**config.mk**
```make
export PLATFORM = sky130hd
export DESIGN_NAME = coproc_sequencer
export DESIGN_NICKNAME = d
export VERILOG_FILES = /design/src/rtl/coproc_pkg.sv /design/src/rtl/frame_serializer.sv /design/src/rtl/coproc_sequencer.sv
export SDC_FILE = /design/constraint.sdc
export NUM_CORES = 1
export LEC_CHECK = 0
export CORE_MARGIN = 3
export CORE_UTILIZATION = 50
export DETAILED_ROUTE_END_ITERATION = 10
export PLACE_DENSITY = 0.8
export SETUP_SLACK_MARGIN = 0.1
export SLEW_MARGIN = 20
export SYNTH_ARGS = -nofsm -noshare
export SYNTH_HDL_FRONTEND = slang
export SYNTH_SLANG_ARGS = --single-unit
```
**constraint.sdc**
```tcl
create_clock -name clk -period 2.5 [get_ports clk]
set_input_delay 0.625 -clock clk [delete_from_list [all_inputs] [get_ports clk]]
set_output_delay 0.625 -clock clk [all_outputs]
set_load 0.02 [all_outputs]
```
**src/rtl/coproc_pkg.sv**
```systemverilog
// Shared types and defaults for the coprocessor frame sequencer.
package coproc_pkg;

    typedef enum logic [1:0] {
        COLLECT = 2'd0,
        ISSUE   = 2'd1,
        WAIT    = 2'd2,
        SEND    = 2'd3
    } state_t;

    localparam int ERR_TIMEOUT_BIT = 0;
    localparam int ERR_RX_DROP_BIT = 1;

    localparam int DEF_N_BYTES        = 18;
    localparam int DEF_TIMEOUT_CYCLES = 1024;

endpackage

```
**src/rtl/frame_serializer.sv**
```systemverilog
// Parallel-load frame register that streams its bytes MS byte first over a
// valid/ready byte port.
module frame_serializer
    import coproc_pkg::*;
#(
    parameter int N_BYTES = DEF_N_BYTES
) (
    input  logic                 clk,
    input  logic                 rst,
    input  logic                 load,
    input  logic [N_BYTES*8-1:0] load_data,
    input  logic                 flush,
    input  logic                 tx_ready,
    output logic [7:0]           tx_data,
    output logic                 tx_valid,
    output logic                 last_hs
);
    localparam int W     = N_BYTES * 8;
    localparam int CNT_W = $clog2(N_BYTES + 1);
    localparam logic [CNT_W-1:0] LAST_IDX = CNT_W'(N_BYTES - 1);

    logic [W-1:0]     shift_q;
    logic [CNT_W-1:0] cnt_q;
    logic             valid_q;

    // Handshake: a byte transfers in any cycle where tx_valid && tx_ready;
    // tx_data and tx_valid never change while tx_valid && !tx_ready.
    assign tx_data  = shift_q[W-1 -: 8];
    assign tx_valid = valid_q;
    assign last_hs  = valid_q && tx_ready && (cnt_q == LAST_IDX);

    always_ff @(posedge clk or negedge rst) begin
        if (!rst) begin
            shift_q <= '0;
            cnt_q   <= '0;
            valid_q <= 1'b0;
        end else if (flush) begin
            cnt_q   <= '0;
            valid_q <= 1'b0;
        end else if (load) begin
            shift_q <= load_data;
            cnt_q   <= '0;
            valid_q <= 1'b1;
        end else if (valid_q && tx_ready) begin
            shift_q <= {shift_q[W-9:0], 8'h00};
            cnt_q   <= cnt_q + CNT_W'(1);
            if (last_hs) begin
                valid_q <= 1'b0;
            end
        end
    end

endmodule

```
**src/rtl/coproc_sequencer.sv**
```systemverilog
// Frame controller: collects UART bytes into a frame, issues it to the
// coprocessor, waits with a timeout and streams the result back out.
module coproc_sequencer
    import coproc_pkg::*;
#(
    parameter int N_BYTES        = DEF_N_BYTES,
    parameter int TIMEOUT_CYCLES = DEF_TIMEOUT_CYCLES
) (
    input  logic                 clk,
    input  logic                 rst,
    input  logic [7:0]           rx_data,
    input  logic                 rx_valid,
    output logic [7:0]           tx_data,
    output logic                 tx_valid,
    input  logic                 tx_ready,
    output logic [N_BYTES*8-1:0] cp_din,
    output logic                 cp_din_valid,
    input  logic [N_BYTES*8-1:0] cp_dout,
    input  logic                 cp_dout_valid,
    input  logic                 abort,
    output logic                 busy,
    output logic                 err_timeout,
    output logic [1:0]           err_sticky,
    output logic [15:0]          frame_count
);
    localparam int CNT_W = $clog2(N_BYTES + 1);
    localparam int TMO_W = $clog2(TIMEOUT_CYCLES + 1);
    localparam int DIN_W = N_BYTES * 8;
    localparam logic [CNT_W-1:0] LAST_IDX = CNT_W'(N_BYTES - 1);
    localparam logic [TMO_W-1:0] TMO_LAST = TMO_W'(TIMEOUT_CYCLES - 1);

    state_t           state_q, state_d;
    logic [CNT_W-1:0] idx_q;
    logic [TMO_W-1:0] tmo_q;
    logic [DIN_W-1:0] din_q;
    logic [1:0]       sticky_q;
    logic [15:0]      count_q;
    logic             rx_write, rx_drop, ser_load, ser_last_hs;

    assign rx_write = (state_q == COLLECT) && rx_valid && !abort;
    assign rx_drop  = (state_q != COLLECT) && rx_valid;
    assign ser_load = (state_q == WAIT) && cp_dout_valid && !abort;

    always_comb begin
        state_d      = state_q;
        cp_din_valid = 1'b0;
        err_timeout  = 1'b0;
        if (abort) begin
            state_d = COLLECT;
        end else begin
            case (state_q)
                COLLECT: if (rx_valid && idx_q == LAST_IDX) state_d = ISSUE;
                ISSUE: begin
                    cp_din_valid = 1'b1;
                    state_d      = WAIT;
                end
                WAIT: begin
                    // A result arriving on the final timeout cycle is still accepted.
                    if (cp_dout_valid) begin
                        state_d = SEND;
                    end else if (tmo_q == TMO_LAST) begin
                        err_timeout = 1'b1;
                        state_d     = COLLECT;
                    end
                end
                SEND: if (ser_last_hs) state_d = COLLECT;
                default: state_d = COLLECT;
            endcase
        end
    end

    always_ff @(posedge clk or negedge rst) begin
        if (!rst) begin
            state_q  <= COLLECT;
            idx_q    <= '0;
            tmo_q    <= '0;
            din_q    <= '0;
            sticky_q <= '0;
            count_q  <= '0;
        end else begin
            state_q <= state_d;
            if (abort) begin
                idx_q <= '0;
            end else if (rx_write) begin
                idx_q <= (idx_q == LAST_IDX) ? '0 : idx_q + CNT_W'(1);
            end
            // Byte k lands in the k-th byte lane counting down from the MS byte.
            if (rx_write) begin
                for (int k = 0; k < N_BYTES; k++) begin
                    if (idx_q == CNT_W'(k)) din_q[DIN_W-1-8*k -: 8] <= rx_data;
                end
            end
            if (state_q == ISSUE) begin
                tmo_q <= '0;
            end else if (state_q == WAIT) begin
                tmo_q <= tmo_q + TMO_W'(1);
            end
            if (err_timeout) sticky_q[ERR_TIMEOUT_BIT] <= 1'b1;
            if (rx_drop)     sticky_q[ERR_RX_DROP_BIT] <= 1'b1;
            if (state_q == SEND && ser_last_hs && !abort) count_q <= count_q + 16'd1;
        end
    end

    frame_serializer #(
        .N_BYTES(N_BYTES)
    ) u_serializer (
        .clk       (clk),
        .rst       (rst),
        .load      (ser_load),
        .load_data (cp_dout),
        .flush     (abort),
        .tx_ready  (tx_ready),
        .tx_data   (tx_data),
        .tx_valid  (tx_valid),
        .last_hs   (ser_last_hs)
    );

    assign busy        = (state_q != COLLECT);
    assign cp_din      = din_q;
    assign err_sticky  = sticky_q;
    assign frame_count = count_q;

endmodule

```
### After elaboration in Yosys (flattened, before gate mapping)

Index checks and enable logic that the tools add are counted.

| word-level totals | value |
|---|---|
| bits in read-only memories | 0 |
| input port bits | 158 |
| bits in latches | 0 |
| memories | 0 |
| bits in registers | 330 |
| memory bits (writable) | 0 |

| cells by class | value |
|---|---|
| mux-type cells | 26 |
| multipliers | 0 |
| shifts and indexed selects | 0 |
| divide/modulo/power cells | 0 |
| eq/ne operators | 25 |
| bitwise operators | 1 |
| $lt $le $gt $ge | 0 |
| reductions and logical operators | 40 |
| add/sub/neg operators | 4 |

Operators by type and width:

| cell | number |
|---|---|
| $mux 144 | 2 |
| $eq 5x4->1 const B | 8 |
| $reduce_and 2->1 | 20 |
| $mux 5 | 6 |
| $mux 11 | 2 |
| $eq 5x3->1 const B | 4 |
| $add 16x1->16 const B | 1 |
| $eq 5x5->1 const B | 3 |
| $add 11x1->11 const B | 1 |
| $eq 11x10->1 const B | 1 |
| $add 5x1->5 const B | 2 |
| $eq 5x2->1 const B | 2 |
| $logic_and 1x1->1 | 10 |
| $mux 1 | 10 |
| $mux 2 | 5 |
| $pmux 2 s4 | 1 |
| $reduce_bool 2->1 | 4 |
| $reduce_bool 3->1 | 2 |
| $eq 5x1->1 const B | 1 |
| $logic_not 5->1 | 1 |
| $eq 2x2->1 const B | 2 |
| $ne 4x3->1 const B | 1 |
| $ne 3x2->1 const B | 1 |
| $ne 3x3->1 const B | 1 |
| other kinds (5) | 5 |

### Longest topological paths before layout

| depth | value |
|---|---|
| depth after elaboration | 6 |
| depth in mapped cells | 9 |
| mapped depth without buffers | 6 |

### Modules after synthesis

A second synthesis with hierarchy kept.

| unflattened totals | value |
|---|---|
| cells, all modules | 1174 |
| area, all modules | 14508.9 sq um |

Modules (own cells, without submodules):

| module | instances | cells each | area an instance (sq um) |
|---|---|---|---|
| coproc_sequencer | 1 | 510 | 7418.4 |
| frame_serializer | 1 | 664 | 7090.6 |

### Worst setup path after synthesis

OpenSTA, ideal clock, no wires.

| timing path | value |
|---|---|
| path type | input -> output |
| start | in abort |
| end | out err_timeout |
| path slack | 0.207 ns |
| data arrival time | 1.668 ns |
| stages on the path | 4 |
| path through | clkbuf_1 -> nor2_1 -> nand2_1 -> nor4_1 |

| between the ends | value |
|---|---|
| cells in the longest elaborated chain, start to end | 1 |

Ends and longest elaborated chain:

| item | RTL line | RTL |
|---|---|---|
| from (decl) | coproc_sequencer.sv:20 | `input logic abort,` |
| $mux 1 | coproc_sequencer.sv:48 | `if (abort) begin` |
| to (decl) | coproc_sequencer.sv:22 | `output logic err_timeout,` |

No other way between the ends.

### Worst setup path in the final report

| timing path | value |
|---|---|
| start | reg tmo_q[2] |
| end | out err_timeout |

| between the ends | value |
|---|---|
| cells in the longest elaborated chain, start to end | 5 |

Ends and longest elaborated chain:

| item | RTL line | RTL |
|---|---|---|
| from (decl) | coproc_sequencer.sv:34 | `logic [TMO_W-1:0] tmo_q;` |
| from (signal assigned) | coproc_sequencer.sv:96 | `tmo_q <= tmo_q + TMO_W'(1);` |
| $eq 11x10->1 | coproc_sequencer.sv:61 | `end else if (tmo_q == TMO_LAST) begin` |
| $mux 1 | coproc_sequencer.sv:61 |  |
| $mux 1 | coproc_sequencer.sv:59 | `if (cp_dout_valid) begin` |
| $mux 1 | coproc_sequencer.sv:51 | `case (state_q)` |
| $mux 1 | coproc_sequencer.sv:48 |  |

No other way between the ends.

==> reports/qor.csv <==
stage,metric,value,unit
synthesis,"Net Count, Synth",1348,
synthesis,number of synthesized flops with an enable pin,0,
die,Initial Util,0.512,
worst_setup_path,CP required,1.88,ns
sta,Slew headroom,0.479,
sta,Worst Slack Setup Final,0.121,ns
die,I/O Pins,332,
worst_setup_path,CP Max Fanout,4,
synthesis,Yosys top cell area share,0.594,
synthesis,Post-synth top flop,dfrtp_1,
worst_setup_path,Crit. End Element,primary output,
worst_setup_path,CP cell instances,and3_4 > nand3_2 > nor4_4 > buf_4,
global_route,first-pass GRT wire length,60200,um
final_layout,most frequent cells in the layout,"dfrtp_1 (329), clkdlybuf4s50_1 (326), nand2_1 (158)",
die,Die H,173,um
worst_setup_path,Reg-to-Reg Start,state_q[1]$_DFFE_PN0P_,
synthesis,Post-synth ARST share,1.00,
final_layout,area grow syn2layout,38.4,%
cts,H-tree depth,2,
worst_setup_path,worst reg-to-reg path cell count,7,
route,WL/cell,19.9,um
status,outcome,completed,
global_route,vias in the first global route,10824,
synthesis,syn_area_per_cell,11.8,um^2
route,Detail Route Antenna Nets,0,
job,MaxCap Viol Count,0,
placement,post-DP HPWL,26200,um
final_layout,layout cells sized above 1,0.190,
cts,TritonCTS clock tree,yes,
pwr,leakage power figure,8.37,nW
sta,Tcrit/Tclk final,0.952,
sta,Fin Hold WS,0.474,ns
global_route,gr usage total,0.249,
placement,cell area after placement,17900,um^2
worst_setup_path,CP max stage delay,0.42,ns
global_route,largest net degree at the start of global routing,97,
synthesis,#FFs+latches synth,330,
final_layout,fillers,1960,
cts,Clock transition at path regs,0.06,ns
die,Die Wd,173,um
final_layout,Final Non-Filler Cells,1917,
sta,final setup TNS,0,ns
route,"wirelength, routed",38100,um
die,row count,60,
placement,Post-Place Setup Slack,-0.309,ns
pwr,Worst VDD drop,534,uV
route,DRC errors left,0,
sta,unrepaired setup endpoints after global routing,true,
worst_hold_path,worst hold path depth,1,
worst_hold_path,Hold/Removal Path Class,reg2reg,
route,DRT iter0 DRCs,1171,
cts,root buffer cell,clkbuf_16,
worst_setup_path,reg2reg end,cp_din[9]$_DFFE_PN0P_,
cts,Longest Clk Path Bufs,3,
synthesis,unique cell type count in the Yosys netlist,50,
sta,worst slew pin tran,0.781,ns
synthesis,largest cells by area after synthesis,"dfrtp_1 (59%), mux2_2 (11%), a22oi_1 (7.3%)",
synthesis,Synth area leader,dfrtp_1,
worst_setup_path,WP data arrival,1.75,ns
worst_setup_path,crit path kind,reg2out,
placement,IO Port Bufs,331,
route,TritonRoute pass-1 iters,5,
cts,Clock Latency Late Sink,0.50,ns
sta,max-slew violations,0,
worst_setup_path,"delay-heaviest family, CP",simple AND/OR/NAND/NOR gates,
sta,Tmin final,2.38,ns
synthesis,register area share after synthesis,0.594,
worst_hold_path,Min-Delay Endpoint,frame_count[15]$_DFFE_PN0P_,
sta,skew final,0.00850,ns
worst_hold_path,hold_sp,frame_count[15]$_DFFE_PN0P_,
final_layout,Final #Nets,1687,
route,Vias,10854,
placement,Inst Count DP,1842,
placement,GP Congestion,0.850,
worst_setup_path,WP buf/inv,1,
sta,Final Hold Vio Count,0,
global_route,initial antenna violation count,4,
cts,total CTS buffers,35,
worst_setup_path,"slowest stage cell, crit path",dfrtp_1,
worst_setup_path,R2R setup slack,0.38,ns
sta,final setup vio count,0,
global_route,grt ovf,0,
cts,number of clock sinks,330,
pwr,Power per Cell Area,805,nW/um^2
synthesis,synth warn,0,
synthesis,post-synthesis cell count,1176,
die,Core ar.,27200,um^2
synthesis,mapped cell area,13900,um^2
worst_setup_path,Critical Path Source Type,flip-flop,
final_layout,design area,19200,um^2
sta,Fmax,420,MHz
route,DR vias/cell,5.66,
die,Die ar.,29800,um^2
final_layout,"commonest non-fill, non-tap cell in the layout",dfrtp_1,
## worst max-delay path by stage
stage	slack [ns]	cells after the start	startpoint	endpoint
floorplan	0.21	4	abort	err_timeout
global placement	-0.28	5	cp_dout_valid	err_timeout
detailed placement	-0.31	5	cp_dout_valid	err_timeout
CTS	0.07	5	state_q[0]$_DFFE_PN0P_	err_timeout
global route	0.04	4	tmo_q[2]$_DFFE_PN0P_	err_timeout
finish	0.12	4	tmo_q[2]$_DFFE_PN0P_	err_timeout
## registers in the layout, indices dropped and copies added (netlist names), 2 cells and up
| register | cells |
|---|---|
| cp_din | 144 |
| u_serializer.shift_q | 144 |
| frame_count | 16 |
| tmo_q | 11 |
| idx_q | 5 |
| u_serializer.cnt_q | 5 |
| err_sticky | 2 |
| state_q | 2 |
## power breakdown
group	switching (W)	leakage, nW	internal [W]
clock network	0.00208	0.607	0.00333
registers	0.000683	4.46	0.00643
logic	0.00150	3.30	0.00147
## per-stage QoR
stage               total power [W]   util
global route                 0.0162  0.708
CTS                          0.0155  0.705
finish                       0.0155  0.708
floorplan                   0.00854      -
detailed placement           0.0101  0.658
global placement            0.00990  0.658
## synthesized netlist by cell type, types with 2 or more instances
cell / count
nand2b_1: 4
nand4_1: 9
dfrtp_1: 330
xnor2_1: 14
mux2_4: 8
a21o_1: 4
or4_1: 2
or3_1: 3
o21ai_0: 140
a22o_1: 8
nor2b_1: 3
mux2_2: 139
nor3_1: 12
a21oi_1: 12
xor2_1: 8
buf_1: 5
nor2_1: 10
and3_1: 7
and4_1: 3
buf_2: 13
buf_4: 8
and2_1: 3
nand3_1: 14
nor2_2: 10
mux2i_1: 2
o2bb2ai_1: 5
nor4_1: 3
clkbuf_1: 61
inv_1: 9
o211ai_1: 2
a22oi_1: 136
ha_1: 14
nand2_1: 158
## layer usage
layer	share of wire	GRT usage	up-vias
met3	0.055	0.0444	94
met2	0.49	0.401	399
met5	0	0	-
met1	0.42	0.336	5462
li1	-	-	4899
met4	0.039	0.102	0
## timing repair
item                                   CTS  global route
buffers inserted                         1             6
pin swaps                                1             1
endpoints found under the hold margin   14             0
setup endpoints to repair                3             3
gates resized for setup                 17             7
hold buffers                             1             0
## cells by family after synthesis
group / share of synthesized area
adder cells (fa/ha/maj): 0.0126
flip-flops: 0.594
multiplexers: 0.123
AO/OA/AOI/OAI: 0.143
AND/OR/NAND/NOR: 0.0842
buffers and inverters: 0.0303
XOR/XNOR: 0.0139
## final cells by class
class	count	area [um^2]	share of cell area
diodes	5	12.5	0.000650
repair buffers	390	3940	0.205
well taps	372	465	0.0242
inverters	10	37.5	0.00195
multi-input cells	748	5300	0.276
flip-flops and latches	330	8260	0.429
clock buffers	49	1040	0.0541
clock inverters	13	180	0.00936
Note: power is estimated with default switching activity, not from simulation.
